`config.mk`:
```
export PLATFORM = sky130hd
export DESIGN_NAME = sys_io_bridge_flat
export DESIGN_NICKNAME = d
export VERILOG_FILES = /design/src/rtl/sys_io_pkg.sv /design/src/rtl/sys_io_if.sv /design/src/rtl/sys_io_fifo.sv /design/src/rtl/sys_io_bridge.sv /design/src/flat_wrapper.sv
export SDC_FILE = /design/constraint.sdc
export NUM_CORES = 1
export LEC_CHECK = 0
export BUFFER_PORTS_ARGS = -buffer_cell sky130_fd_sc_hd__buf_4
export CAP_MARGIN = 20
export CELL_PAD_IN_SITES_DETAIL_PLACEMENT = 1
export CELL_PAD_IN_SITES_GLOBAL_PLACEMENT = 1
export CORE_ASPECT_RATIO = 0.5
export CORE_UTILIZATION = 30
export DETAILED_ROUTE_END_ITERATION = 10
export GPL_TIMING_DRIVEN = 0
export PLACE_DENSITY = 0.61
export SYNTH_ARGS = -nofsm -noshare
export SYNTH_HDL_FRONTEND = slang
export SYNTH_SLANG_ARGS = --single-unit
```
`constraint.sdc`:
```
create_clock -name sys_clk0 -period 5.54 [get_ports sys_clk0]
set_input_delay 1.108 -clock sys_clk0 [delete_from_list [all_inputs] [get_ports sys_clk0]]
set_output_delay 1.108 -clock sys_clk0 [all_outputs]
set_load 0.02 [all_outputs]
```
`src/rtl/sys_io_pkg.sv`:
```
// ============================================================================
// Module : sys_io_pkg
// Brief  : Shared types and helpers for the PS<->PL serial GPIO mailbox.
// Rev    : 1.0
// ============================================================================
`default_nettype none

package sys_io_pkg;

  typedef enum logic [0:0] {
    CH_IDLE = 1'b0,
    CH_PEND = 1'b1
  } ch_state_t;

  function automatic int clog2(input int value);
    int r;
    r = 0;
    while ((1 << r) < value) begin
      r = r + 1;
    end
    return r;
  endfunction

  // Low bit of channel ch inside a flat N_CH*word_w bus.
  function automatic int ch_lsb(input int ch, input int word_w);
    return ch * word_w;
  endfunction

endpackage

`default_nettype wire

```
`src/rtl/sys_io_if.sv`:
```
// ============================================================================
// Module : sys_io_if
// Brief  : PS/PL data, handshake and status bundle of the IO bridge.
// Rev    : 1.0
// ============================================================================
`default_nettype none

interface sys_io_if #(
  parameter int WORD_W = 32,
  parameter int N_CH   = 7,
  parameter int DEPTH  = 8
);
  import sys_io_pkg::*;

  localparam int CNT_W = clog2(DEPTH + 1);

  logic [N_CH*WORD_W-1:0] ps_out_data;
  logic [N_CH-1:0]        ps_out_toggle;
  logic [N_CH-1:0]        ps_out_ack;
  logic [N_CH*WORD_W-1:0] pl_out_data;
  logic [N_CH-1:0]        pl_out_valid;
  logic [N_CH-1:0]        pl_out_ready;
  logic [N_CH-1:0]        pl_out_overrun;
  logic [WORD_W-1:0]      pl_in_data;
  logic                   pl_in_valid;
  logic                   pl_in_ready;
  logic [WORD_W-1:0]      ps_in_data;
  logic [CNT_W-1:0]       ps_in_count;
  logic                   ps_in_pop_toggle;
  logic                   ps_in_irq;
  logic                   ps_in_underrun;

  modport master (
    output ps_out_data, ps_out_toggle, pl_out_ready,
    output pl_in_data, pl_in_valid, ps_in_pop_toggle,
    input  ps_out_ack, pl_out_data, pl_out_valid, pl_out_overrun,
    input  pl_in_ready, ps_in_data, ps_in_count, ps_in_irq, ps_in_underrun
  );

  modport slave (
    input  ps_out_data, ps_out_toggle, pl_out_ready,
    input  pl_in_data, pl_in_valid, ps_in_pop_toggle,
    output ps_out_ack, pl_out_data, pl_out_valid, pl_out_overrun,
    output pl_in_ready, ps_in_data, ps_in_count, ps_in_irq, ps_in_underrun
  );

endinterface

`default_nettype wire

```
`src/rtl/sys_io_fifo.sv`:
```
// ============================================================================
// Module : sys_io_fifo
// Brief  : Register FIFO with pointer-indexed head, zero when empty.
// Rev    : 1.0
// ============================================================================
`default_nettype none

module sys_io_fifo
  import sys_io_pkg::*;
#(
  parameter int WORD_W = 32,
  parameter int DEPTH  = 8
) (
  input  logic                         clk,
  input  logic                         rst_n,
  input  logic                         push,
  input  logic [WORD_W-1:0]            push_data,
  input  logic                         pop,
  output logic [WORD_W-1:0]            head_data,
  output logic [clog2(DEPTH+1)-1:0]    count,
  output logic                         full,
  output logic                         empty
);

  localparam int PTR_W = clog2(DEPTH);
  localparam int CNT_W = clog2(DEPTH + 1);
  localparam logic [CNT_W-1:0] C_DEPTH = CNT_W'(DEPTH);

  logic [WORD_W-1:0] r_mem [DEPTH];
  logic [PTR_W-1:0]  r_wr_ptr;
  logic [PTR_W-1:0]  r_rd_ptr;
  logic [CNT_W-1:0]  r_count;
  logic              w_push;
  logic              w_pop;

  assign w_push = push && !full;
  assign w_pop  = pop && !empty;

  always_ff @(posedge clk) begin
    if (w_push) begin
      r_mem[r_wr_ptr] <= push_data;
    end
  end

  always_ff @(posedge clk) begin
    if (!rst_n) begin
      r_wr_ptr <= '0;
      r_rd_ptr <= '0;
      r_count  <= '0;
    end else begin
      if (w_push) begin
        r_wr_ptr <= r_wr_ptr + PTR_W'(1);
      end
      if (w_pop) begin
        r_rd_ptr <= r_rd_ptr + PTR_W'(1);
      end
      case ({w_push, w_pop})
        2'b10:   r_count <= r_count + CNT_W'(1);
        2'b01:   r_count <= r_count - CNT_W'(1);
        default: r_count <= r_count;
      endcase
    end
  end

  assign full      = (r_count == C_DEPTH);
  assign empty     = (r_count == '0);
  assign count     = r_count;
  assign head_data = empty ? '0 : r_mem[r_rd_ptr];

endmodule

`default_nettype wire

```
`src/rtl/sys_io_bridge.sv`:
```
// ============================================================================
// Module : sys_io_bridge
// Brief  : PS->PL toggle-handshake word channels and PL->PS mailbox FIFO.
// Rev    : 1.0
// ============================================================================
`default_nettype none

module sys_io_bridge
  import sys_io_pkg::*;
#(
  parameter int WORD_W    = 32,
  parameter int N_CH      = 7,
  parameter int DEPTH     = 8,
  parameter int IRQ_LEVEL = 1
) (
  input  logic     sys_clk0,
  input  logic     sys_resetn,
  input  logic     sys_decouple,
  sys_io_if.slave  bus
);

  localparam int CNT_W = clog2(DEPTH + 1);
  localparam logic [CNT_W-1:0] C_IRQ_LEVEL = CNT_W'(IRQ_LEVEL);

  for (genvar c = 0; c < N_CH; c++) begin : g_ch
    ch_state_t         r_state;
    logic              r_hist;
    logic              r_ack;
    logic              r_ovr;
    logic [WORD_W-1:0] r_data;
    logic              w_edge;
    logic              w_hs;

    assign w_edge = bus.ps_out_toggle[c] != r_hist;
    assign w_hs   = (r_state == CH_PEND) && bus.pl_out_ready[c];

    // While decoupled the channel is frozen; incoming requests are discarded.
    always_ff @(posedge sys_clk0) begin
      if (!sys_resetn) begin
        r_hist  <= bus.ps_out_toggle[c];
        r_state <= CH_IDLE;
        r_ack   <= 1'b0;
        r_ovr   <= 1'b0;
        r_data  <= '0;
      end else begin
        r_hist <= bus.ps_out_toggle[c];
        if (sys_decouple) begin
          if (w_edge) begin
            r_ovr <= 1'b1;
          end
        end else begin
          case (r_state)
            CH_IDLE: begin
              if (w_edge) begin
                r_data  <= bus.ps_out_data[ch_lsb(c, WORD_W) +: WORD_W];
                r_state <= CH_PEND;
              end
            end
            default: begin
              if (w_hs) begin
                r_ack <= ~r_ack;
                if (w_edge) begin
                  r_data <= bus.ps_out_data[ch_lsb(c, WORD_W) +: WORD_W];
                end else begin
                  r_state <= CH_IDLE;
                end
              end else if (w_edge) begin
                r_ovr <= 1'b1;
              end
            end
          endcase
        end
      end
    end

    assign bus.ps_out_ack[c]     = r_ack;
    assign bus.pl_out_overrun[c] = r_ovr;
    assign bus.pl_out_valid[c]   = (r_state == CH_PEND) && !sys_decouple;
    assign bus.pl_out_data[ch_lsb(c, WORD_W) +: WORD_W] = r_data;
  end

  logic              r_pop_hist;
  logic              r_irq;
  logic              r_underrun;
  logic              w_pop_edge;
  logic              w_pop;
  logic              w_push;
  logic              w_full;
  logic              w_empty;
  logic [CNT_W-1:0]  w_count;

  assign w_pop_edge      = bus.ps_in_pop_toggle != r_pop_hist;
  assign w_pop           = w_pop_edge && !w_empty && !sys_decouple;
  assign bus.pl_in_ready = !w_full && !sys_decouple;
  assign w_push          = bus.pl_in_valid && bus.pl_in_ready;

  sys_io_fifo #(
    .WORD_W (WORD_W),
    .DEPTH  (DEPTH)
  ) u_fifo (
    .clk       (sys_clk0),
    .rst_n     (sys_resetn),
    .push      (w_push),
    .push_data (bus.pl_in_data),
    .pop       (w_pop),
    .head_data (bus.ps_in_data),
    .count     (w_count),
    .full      (w_full),
    .empty     (w_empty)
  );

  always_ff @(posedge sys_clk0) begin
    if (!sys_resetn) begin
      r_pop_hist <= bus.ps_in_pop_toggle;
      r_irq      <= 1'b0;
      r_underrun <= 1'b0;
    end else begin
      r_pop_hist <= bus.ps_in_pop_toggle;
      r_irq      <= (w_count >= C_IRQ_LEVEL);
      if (w_pop_edge && (w_empty || sys_decouple)) begin
        r_underrun <= 1'b1;
      end
    end
  end

  assign bus.ps_in_count    = w_count;
  assign bus.ps_in_irq      = r_irq;
  assign bus.ps_in_underrun = r_underrun;

endmodule

`default_nettype wire

```
`src/flat_wrapper.sv`:
```
// flat-port wrapper written by rule: the top's interface ports become plain ports
module sys_io_bridge_flat import sys_io_pkg::*;
#(
  parameter int WORD_W    = 32,
  parameter int N_CH      = 7,
  parameter int DEPTH     = 8,
  parameter int IRQ_LEVEL = 1
)
  (sys_clk0, sys_resetn, sys_decouple, bus_ps_out_data, bus_ps_out_toggle, bus_pl_out_ready, bus_pl_in_data, bus_pl_in_valid, bus_ps_in_pop_toggle, bus_ps_out_ack, bus_pl_out_data, bus_pl_out_valid, bus_pl_out_overrun, bus_pl_in_ready, bus_ps_in_data, bus_ps_in_count, bus_ps_in_irq, bus_ps_in_underrun);
  sys_io_if #(.WORD_W(WORD_W), .N_CH(N_CH), .DEPTH(DEPTH)) bus_i ();
  input  logic sys_clk0;
  input  logic sys_resetn;
  input  logic sys_decouple;
  input wire logic [$bits(bus_i.ps_out_data)-1:0] bus_ps_out_data;
  input wire logic [$bits(bus_i.ps_out_toggle)-1:0] bus_ps_out_toggle;
  input wire logic [$bits(bus_i.pl_out_ready)-1:0] bus_pl_out_ready;
  input wire logic [$bits(bus_i.pl_in_data)-1:0] bus_pl_in_data;
  input wire logic [$bits(bus_i.pl_in_valid)-1:0] bus_pl_in_valid;
  input wire logic [$bits(bus_i.ps_in_pop_toggle)-1:0] bus_ps_in_pop_toggle;
  output wire logic [$bits(bus_i.ps_out_ack)-1:0] bus_ps_out_ack;
  output wire logic [$bits(bus_i.pl_out_data)-1:0] bus_pl_out_data;
  output wire logic [$bits(bus_i.pl_out_valid)-1:0] bus_pl_out_valid;
  output wire logic [$bits(bus_i.pl_out_overrun)-1:0] bus_pl_out_overrun;
  output wire logic [$bits(bus_i.pl_in_ready)-1:0] bus_pl_in_ready;
  output wire logic [$bits(bus_i.ps_in_data)-1:0] bus_ps_in_data;
  output wire logic [$bits(bus_i.ps_in_count)-1:0] bus_ps_in_count;
  output wire logic [$bits(bus_i.ps_in_irq)-1:0] bus_ps_in_irq;
  output wire logic [$bits(bus_i.ps_in_underrun)-1:0] bus_ps_in_underrun;
  assign bus_i.ps_out_data = bus_ps_out_data;
  assign bus_i.ps_out_toggle = bus_ps_out_toggle;
  assign bus_i.pl_out_ready = bus_pl_out_ready;
  assign bus_i.pl_in_data = bus_pl_in_data;
  assign bus_i.pl_in_valid = bus_pl_in_valid;
  assign bus_i.ps_in_pop_toggle = bus_ps_in_pop_toggle;
  assign bus_ps_out_ack = bus_i.ps_out_ack;
  assign bus_pl_out_data = bus_i.pl_out_data;
  assign bus_pl_out_valid = bus_i.pl_out_valid;
  assign bus_pl_out_overrun = bus_i.pl_out_overrun;
  assign bus_pl_in_ready = bus_i.pl_in_ready;
  assign bus_ps_in_data = bus_i.ps_in_data;
  assign bus_ps_in_count = bus_i.ps_in_count;
  assign bus_ps_in_irq = bus_i.ps_in_irq;
  assign bus_ps_in_underrun = bus_i.ps_in_underrun;
  sys_io_bridge #(.WORD_W(WORD_W), .N_CH(N_CH), .DEPTH(DEPTH), .IRQ_LEVEL(IRQ_LEVEL)) u_core (.sys_clk0(sys_clk0), .sys_resetn(sys_resetn), .sys_decouple(sys_decouple), .bus(bus_i));
endmodule
```
After elaboration in Yosys (flattened, before gate mapping)
Memories as Yosys holds them, arrays and structs flattened. A register that Yosys moved wholly into a read port is not among the register bits. Cells that the tools add are included.

Multiply operators: 0. Add/sub/neg operators: 4. Divide/modulo/power cells: 0. Magnitude comparators: 1. Equal/unequal tests: 25. Shifts and indexed selects: 0. Muxes and demuxes: 76. Reductions and logical operators: 55. Bitwise gates (word level): 8.

Operator list (count): $mux W32 (22); $mux W1 (51); $ne A2 B2 Y1 const B (14); $reduce_and A2 Y1 (14); $logic_and A1 B1 Y1 (21); $reduce_and A3 Y1 (7); $reduce_bool A2 Y1 (8); $ne A1 B1 Y1 (8); $not A1 Y1 (8); $pmux W4 S2 (1); $add A3 B1 Y3 const B (2); $mux W3 (2); $add A4 B1 Y4 const B (1); $eq A4 B4 Y1 const B (1); $ge A4 B1 Y1 const B (1); $logic_not A4 Y1 (1); $sub A4 B1 Y4 const B (1); $logic_not A1 Y1 (3); $eq A2 B1 Y1 const B (1); $eq A2 B2 Y1 const B (1); $logic_or A1 B1 Y1 (1).

ROM bits: 0. Input bits: 275. Bits in writable memories: 256. Logic and storage cells: 211. Memories kept: 1. Bits in latches: 0. Register bits after elaboration: 265.

Memories: u_core.u_fifo.r_mem (words 8, bits a word 32, rd ports 1, clocked after Yosys merged registers in 1, wr ports 1, line sys_io_fifo.sv:29) `logic [WORD_W-1:0] r_mem [DEPTH];`.

Longest topological paths before layout
Depth after elaboration: 7. Mapped depth: 8. Gate-level depth less buffers: 8.

By module
From an unflattened synthesis, not the netlist that was laid out.

Cell total of the unflattened synthesis: 1598. Area total of the unflattened synthesis: 20812.5 um^2.

By module, submodules not included: sys_io_bridge (times used 1, area an instance 10427.5 um^2, cells an instance 1118); sys_io_fifo (times used 1, area an instance 10385.0 um^2, cells an instance 480).

Worst setup path after synthesis
No wires, ideal clock.

Kind: input-to-reg. From: in sys_decouple. To: mem u_core.u_fifo.r_mem[0][0], enable pin. Library setup time: 461 ps. Setup slack: 1082 ps. Arrival time: 3997 ps. Stages on the path: 4. Buffers on the path: 1. Required time: 5079 ps. Path through: buf_2 > nand2b_1 > or3_1 > nor3_1.

Cells in the longest elaborated chain, start to end: 6.

Ends and longest elaborated chain: start: declaration (line flat_wrapper.sv:13) `input logic sys_decouple;`; $logic_not A1 Y1 (line sys_io_bridge.sv:94) `assign bus.pl_in_ready = !w_full && !sys_decouple;`; $logic_and A1 B1 Y1 (line sys_io_bridge.sv:94); $logic_and A1 B1 Y1 (line sys_io_bridge.sv:95) `assign w_push = bus.pl_in_valid && bus.pl_in_ready;`; $logic_and A1 B1 Y1 (line sys_io_fifo.sv:36) `assign w_push = push && !full;`; $mux W1 (line sys_io_fifo.sv:40) `if (w_push) begin`; $mux W1 (not written as such) (line sys_io_fifo.sv:41) `r_mem[r_wr_ptr] <= push_data;`; end: declaration (line sys_io_fifo.sv:29).

Every way passes these cells.

Final worst setup path
From: reg u_core.u_fifo.r_count[0], in the netlist u_core.u_fifo.count[0]. To: out bus_ps_in_data[2].

Cells in the longest elaborated chain, start to end: 2.

Ends and longest elaborated chain: start: declaration (line sys_io_fifo.sv:32) `logic [CNT_W-1:0] r_count;`; start signal: assignment (line sys_io_fifo.sv:58) `2'b10: r_count <= r_count + CNT_W'(1);`; start signal: assignment (line sys_io_fifo.sv:59) `2'b01: r_count <= r_count - CNT_W'(1);`; start signal: assignment (line sys_io_fifo.sv:60) `default: r_count <= r_count;`; $logic_not A4 Y1 (line sys_io_fifo.sv:66) `assign empty = (r_count == '0);`; $mux W32 (line sys_io_fifo.sv:68) `assign head_data = empty ? '0 : r_mem[r_rd_ptr];`; end: declaration (line flat_wrapper.sv:25) `output wire logic [$bits(bus_i.ps_in_data)-1:0] bus_ps_in_data;`.

Every way passes these cells.

==> results.yml <==
global_routing:
  grt_remaining_overflow: 0
  grt_pass1_vias: 17640
  antenna_found_initial: 12
  grt_pass1_wl_mm: 121.5
  track_usage_pct: 22.87
  grt_max_degree: 21
synthesis:
  yosysWarnings: 0
  ys_ff_latch: 524
  synth_edf_count: 256
  yosysTopAreaCell: "edfxtp_1"
  synth_most_common_cell: "dfxtp_1"
  yosysTopAreaCellShare_pct: 36.43
  syn_nets: 1954
  synth_cell_types: 37
  synth_flop_cell: "dfxtp_1"
  synth_common_cells: "dfxtp_1, edfxtp_1, a21oi_1"
  netlist_area_sq_um: 21100
  ys_seq_area_share_pct: 61.86
  async_flop_share_pct: 0
  synth.avg_cell_area_sq_um: 12.61
  syn_inst: 1673
  synthTopCellsByArea: "edfxtp_1, dfxtp_1, o31ai_1"
clock_network:
  cts_buffer_depth: 3
  cts_tree: "built"
  clockRootBuffer: "clkbuf_16"
  clk_pin_slew_worst_paths_ns: 0.07
  clock_latency_ns: 0.60
  cts_setup_buffers: 0
  hold_buffers: 0
  ctsResizeCount: 0
  clkSinkCount: 524
  cts_buffers: 52
  htreeDepth: 2
critical_path:
  startpoint_type: "register"
  cp-startpoint: "u_core.u_fifo.count[0]"
  path_class: "reg -> out"
  arrival_ns: 3.14
  ff2ff_path_depth: 8
  r2r-start: "u_core.u_fifo.count[0]"
  regToRegSetupSlack_ns: 2.51
  r2r-end: "u_core.u_fifo.r_mem[0][21]"
  crit_required_ns: 4.43
  end_kind: "output pin"
  worstPathMaxFanout: 10
  crit_path_end: "bus_ps_in_data[2]"
floorplan:
  coreArea_sq_um: 69260
  rows: 68
  start_util_pct: 30.47
  dieArea_sq_um: 71470
  die-width_microns: 377.1
  pin_count: 559
  die_h_microns: 189.5
timing:
  setup_viol: 0
  worst_pin_slew_ns: 1.121
  slew_headroom_pct: 25.28
  fin_hold_ws_ns: 0.4479
  period_needed_ns: 4.249
  max_freq_mhz: 235.4
  finClkSkew_ns: 0.02072
  min_period_over_period_pct: 76.69
  hold_viol: 0
  drv_slew: 0
  rsz0062_at_grt: "no"
pwr:
  p_sw_share_pct: 27.87
  power_mw: 9.417
  p_per_area_nw_per_um2: 330.9
  p_clk_share_pct: 38.1
  seq_power_share_pct: 45.6
  p_int_mw: 6.793
  power_frac_comb_pct: 16.4
  leakagePower_nw: 10.61
  p_sw_mw: 2.624
  ir_drop_uv: 178.9
layout:
  drive_gt1_share_pct: 32.65
  fin_nets: 2578
  final-instance-count-excl-fill: 3297
  postLayoutCoreUtil_pct: 41.10
  area_growth_syn_to_layout_pct: 34.88
status:
  outcome: "finished clean"
placed_design:
  placedCellCount: 3188
  gp_congestion: 0.9020
  numPortBuffers: 556
  dpl.hpwl_mm: 62.00
route:
  drc: 0
  drtAntennaViolNets: 0
  route.detailed.wl_per_inst_microns: 25.68
  firstDrtPassIters: 4
  routed_wl_mm: 84.67
  vias_per_cell: 5.246
  drtIter0Drc: 1199
  vias: 17300
job:
  drv_cap: 0
worst_hold_path:
  hp-class: "reg -> reg"
==> registers in the layout, summed over array words and instances, names as in the netlist, named ones only <==
signal and cells:
u_core.bus.ps_in_irq 1, u_core.bus.ps_in_underrun 1, u_core.g_ch.r_ack 7, u_core.g_ch.r_data 224, u_core.g_ch.r_hist 7, u_core.g_ch.r_ovr 7, u_core.g_ch.r_state 7, u_core.r_pop_hist 1
u_core.u_fifo.count 4, u_core.u_fifo.r_mem 256, u_core.u_fifo.r_rd_ptr 3, u_core.u_fifo.r_wr_ptr 3
==> cell type report <==
| type | instances | area (sq um) |
|---|---|---|
| flip-flops and latches | 524 | 13050 |
| inverters | 6 | 22.52 |
| clock buffers | 75 | 1498 |
| repair buffers | 570 | 4403 |
| clock inverters | 22 | 191.4 |
| well taps | 945 | 1182 |
| plain buffers | 216 | 974.7 |
| diodes | 12 | 30.03 |
| multi-input cells | 927 | 7107 |
| fillers | 7528 | 40800 |
==> critical path: stages, from the launching register on <==
cell and delay, ns:
dfxtp_1 0.47, inv_1 0.08, ha_1 0.25, nor3b_2 0.21
nor2_1 0.49, clkbuf_1 0.61, a22o_1 0.28, buf_4 0.16
==> power groups by stage <==
stage          combinational (mW)  clock [mW]  sequential (mW)
3_3_place_gp                 1.53           0             4.37
2_1_floorplan               0.687           0             4.47
6_report                     1.54        3.59             4.29
5_1_grt                      1.64        3.83             4.30
4_1_cts                      1.56        3.66             4.29
3_5_place_dp                 1.55           0             4.37
==> worst min-delay path by stage <==
| stage | depth (start not counted) | startpoint | end |
|---|---|---|---|
| 2_1_floorplan | 1 | u_core.g_ch[0].r_ovr | u_core.g_ch[0].r_ovr |
| 3_3_place_gp | 2 | u_core.bus.ps_in_underrun | u_core.bus.ps_in_underrun |
| 3_5_place_dp | 2 | u_core.bus.ps_in_underrun | u_core.bus.ps_in_underrun |
| 4_1_cts | 2 | u_core.bus.ps_in_underrun | u_core.bus.ps_in_underrun |
| 5_1_grt | 2 | u_core.g_ch[6].r_data[5] | u_core.g_ch[6].r_data[5] |
| 6_report | 2 | u_core.bus.ps_in_underrun | u_core.bus.ps_in_underrun |
==> stage by stage <==
step	area [sq um]	setup slack (ns)	TNS (ns)
3_5_place_dp	26740	1.814	0
5_1_grt	28460	1.075	0
6_report	28460	1.291	0
4_1_cts	28430	1.162	0
2_1_floorplan	21100	1.082	0
3_3_place_gp	26460	-1.499	-89.46
==> cells by family (layout without fill, tap and decap cells) <==
logic type	Yosys count	count (layout)	synth area share [%]
and+or+nand+nor	314	314	9.025
DFF	524	524	61.86
muxes	71	71	7.483
other	0	12	0
adders and majority gates	6	6	0.3558
AOI/OAI and AO/OA	512	512	15.56
buffers and inverters	222	889	4.726
xor gates and xnor gates	24	24	0.9961
==> routing by layer <==
layer | GRT usage, % | vias to the layer above | part of all wire (%)
met2 | 38.46 | 374 | 49
met3 | 3.381 | 149 | 3.7
met5 | 0 | - | 0
met4 | 8.615 | 0 | 3.8
met1 | 29.87 | 8864 | 43
li1 | - | 7910 | -
==> cell usage in the layout (no fill, tap or decap), drive strengths merged, types with 8 or more instances in the layout <==
cell / instances
edfxtp: 256
nand4: 224
diode: 12
a22o: 32
nand2b: 21
clkinv: 15
buf: 654
a21oi: 237
nand2: 8
nor2b: 16
xor2: 16
dfxtp: 268
nand3b: 8
nor2: 24
o31ai: 224
mux4: 64
xnor2: 8
clkbuf: 207
inv: 8
No activity file was read; power rests on OpenSTA's default activity.
